`src/rtl/line_rasterizer_if.sv`:
```
// Command and pixel-stream bundle for the Bresenham line rasterizer.
// The master side issues line commands and sinks pixels; the slave side is the rasterizer.
interface line_rasterizer_if #(
    parameter int COORD_W = 10
);
    logic               start;
    logic [COORD_W-1:0] x1;
    logic [COORD_W-1:0] y1;
    logic [COORD_W-1:0] x2;
    logic [COORD_W-1:0] y2;
    logic               cmd_ready;
    logic               busy;
    logic               pix_valid;
    logic               pix_ready;
    logic [COORD_W-1:0] x_out;
    logic [COORD_W-1:0] y_out;
    logic               pix_last;
    logic               done;

    modport master (
        output start, x1, y1, x2, y2, pix_ready,
        input  cmd_ready, busy, pix_valid, x_out, y_out, pix_last, done
    );

    modport slave (
        input  start, x1, y1, x2, y2, pix_ready,
        output cmd_ready, busy, pix_valid, x_out, y_out, pix_last, done
    );
endinterface

```
`src/rtl/line_rasterizer.sv`:
```
// Eight-octant Bresenham line rasterizer: one command in, one pixel per transfer out,
// with pixel-stream backpressure. All outputs come from registers or the state decode.
module line_rasterizer #(
    parameter int COORD_W = 10
) (
    input  logic                 clk_i,
    input  logic                 rst_i,
    line_rasterizer_if.slave     bus
);
    localparam int DW  = COORD_W + 1;  // dx / dy
    localparam int EW  = COORD_W + 2;  // err
    localparam int E2W = COORD_W + 3;  // 2*err

    typedef enum logic [1:0] {
        IDLE  = 2'd0,
        SETUP = 2'd1,
        DRAW  = 2'd2,
        DONE  = 2'd3
    } state_e;

    localparam logic [COORD_W-1:0] ONE = {{(COORD_W-1){1'b0}}, 1'b1};

    state_e                 state_q, state_d;
    logic [COORD_W-1:0]     x1_q, y1_q, x2_q, y2_q;
    logic [COORD_W-1:0]     x1_d, y1_d, x2_d, y2_d;
    logic [COORD_W-1:0]     x_q, y_q, x_d, y_d;
    logic signed [DW-1:0]   dx_q, dy_q, dx_d, dy_d;
    logic                   sx_neg_q, sy_neg_q, sx_neg_d, sy_neg_d;
    logic signed [EW-1:0]   err_q, err_d;

    // Setup arithmetic on the latched endpoints
    logic signed [DW-1:0]   xdiff, ydiff, adx, ndy;
    assign xdiff = $signed({1'b0, x2_q}) - $signed({1'b0, x1_q});
    assign ydiff = $signed({1'b0, y2_q}) - $signed({1'b0, y1_q});
    assign adx   = xdiff[DW-1] ? -xdiff : xdiff;
    assign ndy   = ydiff[DW-1] ? ydiff : -ydiff;

    // Step decision: both tests use the error value from before this step
    logic signed [E2W-1:0]  e2, dx_w, dy_w;
    logic signed [EW-1:0]   dx_e, dy_e, add_x, add_y;
    logic                   step_x, step_y, at_end;

    assign e2     = $signed({err_q, 1'b0});
    assign dx_w   = {{2{dx_q[DW-1]}}, dx_q};
    assign dy_w   = {{2{dy_q[DW-1]}}, dy_q};
    assign dx_e   = {dx_q[DW-1], dx_q};
    assign dy_e   = {dy_q[DW-1], dy_q};
    assign step_x = (e2 >= dy_w);
    assign step_y = (e2 <= dx_w);
    assign add_x  = step_x ? dy_e : {EW{1'b0}};
    assign add_y  = step_y ? dx_e : {EW{1'b0}};
    assign at_end = (x_q == x2_q) && (y_q == y2_q);

    always_comb begin
        state_d  = state_q;
        x1_d     = x1_q;
        y1_d     = y1_q;
        x2_d     = x2_q;
        y2_d     = y2_q;
        x_d      = x_q;
        y_d      = y_q;
        dx_d     = dx_q;
        dy_d     = dy_q;
        sx_neg_d = sx_neg_q;
        sy_neg_d = sy_neg_q;
        err_d    = err_q;
        case (state_q)
            IDLE: begin
                if (bus.start) begin
                    x1_d    = bus.x1;
                    y1_d    = bus.y1;
                    x2_d    = bus.x2;
                    y2_d    = bus.y2;
                    state_d = SETUP;
                end
            end
            SETUP: begin
                dx_d     = adx;
                dy_d     = ndy;
                sx_neg_d = xdiff[DW-1];
                sy_neg_d = ydiff[DW-1];
                err_d    = {adx[DW-1], adx} + {ndy[DW-1], ndy};
                x_d      = x1_q;
                y_d      = y1_q;
                state_d  = DRAW;
            end
            DRAW: begin
                if (bus.pix_ready) begin
                    if (at_end) begin
                        state_d = DONE;
                    end else begin
                        err_d = err_q + add_x + add_y;
                        if (step_x) x_d = sx_neg_q ? (x_q - ONE) : (x_q + ONE);
                        if (step_y) y_d = sy_neg_q ? (y_q - ONE) : (y_q + ONE);
                    end
                end
            end
            DONE:    state_d = IDLE;
            default: state_d = IDLE;
        endcase
    end

    always_ff @(posedge clk_i or posedge rst_i) begin
        if (rst_i) begin
            state_q  <= IDLE;
            x1_q     <= '0;
            y1_q     <= '0;
            x2_q     <= '0;
            y2_q     <= '0;
            x_q      <= '0;
            y_q      <= '0;
            dx_q     <= '0;
            dy_q     <= '0;
            sx_neg_q <= 1'b0;
            sy_neg_q <= 1'b0;
            err_q    <= '0;
        end else begin
            state_q  <= state_d;
            x1_q     <= x1_d;
            y1_q     <= y1_d;
            x2_q     <= x2_d;
            y2_q     <= y2_d;
            x_q      <= x_d;
            y_q      <= y_d;
            dx_q     <= dx_d;
            dy_q     <= dy_d;
            sx_neg_q <= sx_neg_d;
            sy_neg_q <= sy_neg_d;
            err_q    <= err_d;
        end
    end

    assign bus.cmd_ready = (state_q == IDLE);
    assign bus.busy      = (state_q != IDLE);
    assign bus.pix_valid = (state_q == DRAW);
    assign bus.pix_last  = (state_q == DRAW) && at_end;
    assign bus.done      = (state_q == DONE);
    assign bus.x_out     = x_q;
    assign bus.y_out     = y_q;
endmodule

```
`src/flat_wrapper.sv`:
```
// flat-port wrapper written by rule: the top's interface ports become plain ports
module line_rasterizer_flat 
#(
    parameter int COORD_W = 10
)
  (clk_i, rst_i, bus_start, bus_x1, bus_y1, bus_x2, bus_y2, bus_pix_ready, bus_cmd_ready, bus_busy, bus_pix_valid, bus_x_out, bus_y_out, bus_pix_last, bus_done);
  line_rasterizer_if #(.COORD_W(COORD_W)) bus_i ();
  input  logic clk_i;
  input  logic rst_i;
  input wire logic [$bits(bus_i.start)-1:0] bus_start;
  input wire logic [$bits(bus_i.x1)-1:0] bus_x1;
  input wire logic [$bits(bus_i.y1)-1:0] bus_y1;
  input wire logic [$bits(bus_i.x2)-1:0] bus_x2;
  input wire logic [$bits(bus_i.y2)-1:0] bus_y2;
  input wire logic [$bits(bus_i.pix_ready)-1:0] bus_pix_ready;
  output wire logic [$bits(bus_i.cmd_ready)-1:0] bus_cmd_ready;
  output wire logic [$bits(bus_i.busy)-1:0] bus_busy;
  output wire logic [$bits(bus_i.pix_valid)-1:0] bus_pix_valid;
  output wire logic [$bits(bus_i.x_out)-1:0] bus_x_out;
  output wire logic [$bits(bus_i.y_out)-1:0] bus_y_out;
  output wire logic [$bits(bus_i.pix_last)-1:0] bus_pix_last;
  output wire logic [$bits(bus_i.done)-1:0] bus_done;
  assign bus_i.start = bus_start;
  assign bus_i.x1 = bus_x1;
  assign bus_i.y1 = bus_y1;
  assign bus_i.x2 = bus_x2;
  assign bus_i.y2 = bus_y2;
  assign bus_i.pix_ready = bus_pix_ready;
  assign bus_cmd_ready = bus_i.cmd_ready;
  assign bus_busy = bus_i.busy;
  assign bus_pix_valid = bus_i.pix_valid;
  assign bus_x_out = bus_i.x_out;
  assign bus_y_out = bus_i.y_out;
  assign bus_pix_last = bus_i.pix_last;
  assign bus_done = bus_i.done;
  line_rasterizer #(.COORD_W(COORD_W)) u_core (.clk_i(clk_i), .rst_i(rst_i), .bus(bus_i));
endmodule
```
`config.mk`:
```
export PLATFORM = sky130hd
export DESIGN_NAME = line_rasterizer_flat
export DESIGN_NICKNAME = d
export VERILOG_FILES = /design/src/rtl/line_rasterizer_if.sv /design/src/rtl/line_rasterizer.sv /design/src/flat_wrapper.sv
export SDC_FILE = /design/constraint.sdc
export NUM_CORES = 1
export LEC_CHECK = 0
export CORE_UTILIZATION = 54
export DETAILED_ROUTE_END_ITERATION = 12
export HOLD_SLACK_MARGIN = 0.06
export PLACE_DENSITY = 0.78
export SLEW_MARGIN = 15
export SYNTH_ARGS = -nofsm -noshare
export SYNTH_HDL_FRONTEND = slang
export SYNTH_SLANG_ARGS = --single-unit
```
`constraint.sdc`:
```
create_clock -name clk_i -period 4.3 [get_ports clk_i]
set_clock_uncertainty 0.05 [all_clocks]
set_input_delay 0.86 -clock clk_i [delete_from_list [all_inputs] [get_ports clk_i]]
set_output_delay 0.86 -clock clk_i [all_outputs]
set_load 0.02 [all_outputs]
```
# After elaboration in Yosys (flattened, before gate mapping)
# Cells that the tools add are included.
# classes
n_addsub	11
order_cmp	2
n_eq_ne	11
muxes	21
reduce_logical	10
# op_table
operator	count
2-to-1 mux 10 bit	8
2-to-1 mux 12 bit	4
one-hot mux 10 bit (2 select lines)	2
adder 12 bit	2
one-hot mux 12 bit (2 select lines)	1
2-to-1 mux 11 bit	2
negation 11 bit	2
subtractor 10 x 10 -> 11 bit	2
adder 10 x 1 -> 10 bit (second input constant)	2
equality test 10 bit	2
subtractor 10 x 1 -> 10 bit (second input constant)	2
>= comparator 13 x 11 -> 1 bit	1
less-or-equal comparator 13 x 11 -> 1 bit	1
adder 11 x 11 -> 12 bit	1
one-hot mux 2 bit (4 select lines)	1
AND reduction 4 bit	2
2-to-1 mux 2 bit	3
inequality test 2 x 1 -> 1 bit (second input constant)	3
inequality test 2 bit (second input constant)	3
AND reduction 3 bit	2
equality test 2 bit (second input constant)	2
nonzero test 2 bit	2
equality test 2 x 1 -> 1 bit (second input constant)	1
logical AND 1 bit	2
other kinds (2)	2
# totals
regBits	98
in_bits	44
out_inout_bits	25
elab_cells	67

# Depth between registers and ports, before layout
# logic_depth
word_depth	7
mapped_depth	21
ltp_nobuf	20

# Least setup slack after synthesis
# No wires, ideal clock.
# synth_timing
kind	reg-to-reg
startpoint	register u_core.err_q[3]
endpoint	register u_core.err_q[11]
setup_ns	0.137
arrival_ns	4.240
required_time_ns	4.113
slack_ns	-0.127
stages_incl_launch_ff	21
n_path_buf	1
period_less_slack_ns	4.427
cell_sequence	dfrtp_1 -> ha_1 -> a21oi_1 -> o21ai_0 -> a221oi_1 -> o311ai_0 -> nand2_1 -> clkbuf_1 -> nand2_1 -> fa_1 -> inv_1 -> ha_1 -> inv_1 -> fa_1 -> nor2b_1 -> o2111ai_1 -> a31oi_1 -> mux2i_1 -> o211ai_1 -> o31ai_1 -> a21oi_1
# synth_via
elab_chain_len	7
elab_cells_between_ends	9
cone_classes	add/sub: 2; order compare: 2; mux: 5
# synth_lines
element	line_no	source
start, declared	line_rasterizer.sv:29	logic signed [EW-1:0] err_q, err_d;
start signal, assigned	line_rasterizer.sv:129	err_q <= err_d;
>= comparator 13 x 11 -> 1 bit	line_rasterizer.sv:48	assign step_x = (e2 >= dy_w);
2-to-1 mux 12 bit	line_rasterizer.sv:50	assign add_x = step_x ? dy_e : {EW{1'b0}};
adder 12 bit	line_rasterizer.sv:92	err_d = err_q + add_x + add_y;
adder 12 bit (*)	line_rasterizer.sv:92	
2-to-1 mux 12 bit (*)	line_rasterizer.sv:89	if (at_end) begin
2-to-1 mux 12 bit (*)	line_rasterizer.sv:88	if (bus.pix_ready) begin
one-hot mux 12 bit (2 select lines) (*)	line_rasterizer.sv:67	case (state_q)
# Mark *: on every way between the ends. The rest lies on a longest branch, timed or not. The select of a mux whose other input is x is not followed.
# A chain may end at the register's enable or synchronous reset.

# Worst setup path in the final report
# layout_timing
startpoint	register u_core.err_q[1]
endpoint	register u_core.err_q[11]
# The elaborated chain is that of the path after synthesis.

==> reports/results.ini <==
[outcome]
status=complete, no violations

[clock_tree]
root_buffer=clkbuf_16
cts_max_path_buffers=2
htree_levels=3
worstSkewPairLatency_ns=0.36
clk_pin_slew_ns=0.07
cts_buffers=9
cts_sinks=98
ctsHoldBuffers=0
cts_tree=built

[grt]
grt_pass1_vias=6868
track_usage_pct=28.0
overflow=0
antenna_found_initial=0
grt_pass1_wl_um=34900
grt_max_degree=85

[route]
routed_via_density=5.96
ant_nets=0
drt_iter0_markers=508
dr.pass1.iters=5
vias=7249
wl_per_cell_um=18.0
wirelength_um=21900
drc_errors=0

[worst_setup_path]
cp-end-kind=flip-flop
slowest_stage=dfrtp_1
path_buf_inv=3
worst-path-max-fanout=3
cp_cell_sequence=buf_4 -> ha_1 -> a21o_1 -> a21oi_2 -> a21oi_2 -> o22ai_2 -> mux2_4 -> nand2_2 -> fa_1 -> inv_1 -> ha_1 -> inv_1 -> fa_2 -> nor2b_4 -> o2111ai_2 -> a31oi_2 -> mux2i_1 -> o211ai_1 -> o31ai_1 -> a21oi_1
arrival_ns=4.34
worst-setup-path-type=flip-flop to flip-flop
max_stage_delay_ns=0.41
path_delay_family=compound AO/OA/AOI/OAI gates
crit_required_ns=4.47
start_kind=flip-flop

[place]
io_buffers=68
post-place-ws_ns=0.0207
dp.cells=1188
gp_congestion=0.913
post-dp-hpwl_um=16300

[sta]
finalMaxSlewViolations=0
fin_crit_ns=4.17
clock.fmax_mhz=240
slew_headroom_pct=34.0
hold_ws_ns=0.456
setup_viol=0
finalHoldViolations=0
tightestPinTransition_ns=0.986
fin_setup_tns_ns=0
setup_slack_ns=0.131
fin_crit_sh_pct=96.9

[synth]
synthSimpleGateAreaFrac_pct=13.2
synthesis.area_mm2=0.00840
ys_seq_elements=98
syn-num-nets=1059
synth_adder_area_share_pct=17.2
synthMuxAreaShare_pct=8.66
synth_edf_count=0
ys_warn_count=0
ys_seq_area_share_pct=29.2
synth_top_family_by_area=compound AO/OA/AOI/OAI gates
synth_flop_cell=dfrtp_1
syn_area_per_cell_um2=9.23
synth_compound_area_share_pct=17.9
ys_types=73
syn_inst=910
synth-xor-area-share_pct=8.10
synth-async-reset-ratio_pct=100

[floorplanning]
core_mm2=0.0152
core.rowCount=45
die_h_um=127
io_pins=69
start_util_pct=55.2
dieArea_mm2=0.0161
die_width_um=127

[flow_run]
cap_violations=0

[final_layout]
fillerInstances=1215
fin_cells=1216
nets=1172
diodes=0
area_growth_pct=21.1
layout-drive-gt1-share_pct=18.0

[worst_hold_path]
min_path_type=flip-flop to flip-flop

==> cell usage after synthesis, types with 16 or more instances <==
cell	instances	share of area (%)
fa_1	17	4.1
clkbuf_1	19	0.85
o211ai_1	16	1.4
xor2_1	35	3.7
nor3_1	21	1.3
inv_1	104	4.6
o21ai_0	34	2.0
nand3_1	20	1.2
nand2_1	63	2.8
mux2_2	57	7.6
nor2_1	55	2.5
xnor2_1	39	4.1
ha_1	88	13
a21oi_1	41	2.4
dfrtp_1	98	29
==> logic make-up after synthesis <==
logic type,count (synthesis)
DFF,98
muxes,65
and+or+nand+nor,227
AOI/OAI and AO/OA,211
xor gates and xnor gates,76
buffers and inverters,128
adders and majority gates,105
==> metrics by stage <==
| stage | utilization (%) | area (µm²) |
|---|---|---|
| after floorplan | - | 8400 |
| after global placement | 63.0 | 9570 |
| after detailed placement | 63.0 | 9570 |
| after CTS | 64.9 | 9870 |
| after global routing | 66.9 | 10200 |
| final | 66.9 | 10200 |
==> cell type report <==
class | instances | area (µm²) | area share [%]
Clock inverter | 5 | 63.8 | 0.628
Clock buffer | 11 | 233 | 2.29
Inverter | 104 | 395 | 3.89
Multi-Input combinational cell | 684 | 5670 | 55.8
Timing Repair Buffer | 126 | 1120 | 11.0
Sequential cell | 98 | 2450 | 24.1
Tap cell | 188 | 235 | 2.31
==> state kept, by name, summed over array words and instances, names as in the netlist <==
| register | flops |
|---|---|
| u_core.dx_q | 11 |
| u_core.y2_q | 10 |
| u_core.state_q | 2 |
| u_core.dy_q | 11 |
| u_core.err_q | 12 |
| u_core.x2_q | 10 |
| u_core.bus.x_out | 10 |
| u_core.sx_neg_q | 1 |
| u_core.bus.y_out | 10 |
| u_core.y1_q | 10 |
| u_core.x1_q | 10 |
| u_core.sy_neg_q | 1 |
==> routing by layer <==
layer / GRT usage (%) / share of wire, % / up-vias
met4: 8.05 / 2.4 / 0
met2: 45.9 / 47 / 227
met1: 38.0 / 45 / 3493
met5: 0 / 0 / -
met3: 4.93 / 5.3 / 34
li1: - / - / 3495
==> what timing repair did <==
action / in CTS / in global routing
endpoints found under the setup margin: 0 / 6
resized for setup: 0 / 45
setup buffers: 0 / 12
==> path summary, 6_finish.rpt <==
path	slack [ns]	end	cells after the start	start
worst max-delay path	0.13	u_core.err_q[11]$_DFFE_PP0P_	20	u_core.err_q[1]$_DFFE_PP0P_
worst max register to register	0.13	u_core.err_q[11]$_DFFE_PP0P_	20	u_core.err_q[1]$_DFFE_PP0P_
worst min-delay path	0.46	u_core.x1_q[2]$_DFFE_PP0P_	1	u_core.x1_q[2]$_DFFE_PP0P_
min in group asynchronous	0.98	u_core.dx_q[0]$_DFFE_PP0N_	2	rst_i
max in group asynchronous	2.47	u_core.y1_q[0]$_DFFE_PP0P_	3	rst_i
worst min register to register	0.46	u_core.x1_q[2]$_DFFE_PP0P_	1	u_core.x1_q[2]$_DFFE_PP0P_
==> cells in the final DEF (no fill, tap or decap), drive strengths merged, types with 5 or more instances in the layout <==
cell type and instances:
a21o 13, a21oi 41, a221o 5, a22oi 6, a31oi 11, and2 10, buf 58, clkbuf 11
clkdlybuf4s50 68, dfrtp 98, fa 17, ha 88, inv 105, mux2 58, mux2i 7, nand2 63
nand3 20, nand4 13, nor2 55, nor2b 12, nor3 21, nor4 9, o2111ai 8, o211ai 18
o21a 12, o21ai 37, o22ai 5, o311ai 5, o31ai 5, or3 9, xnor2 40, xor2 36
Power is left out: the tool's default activity adds up to more than one toggle a clock period on the data nets, which glitch-free logic cannot reach.
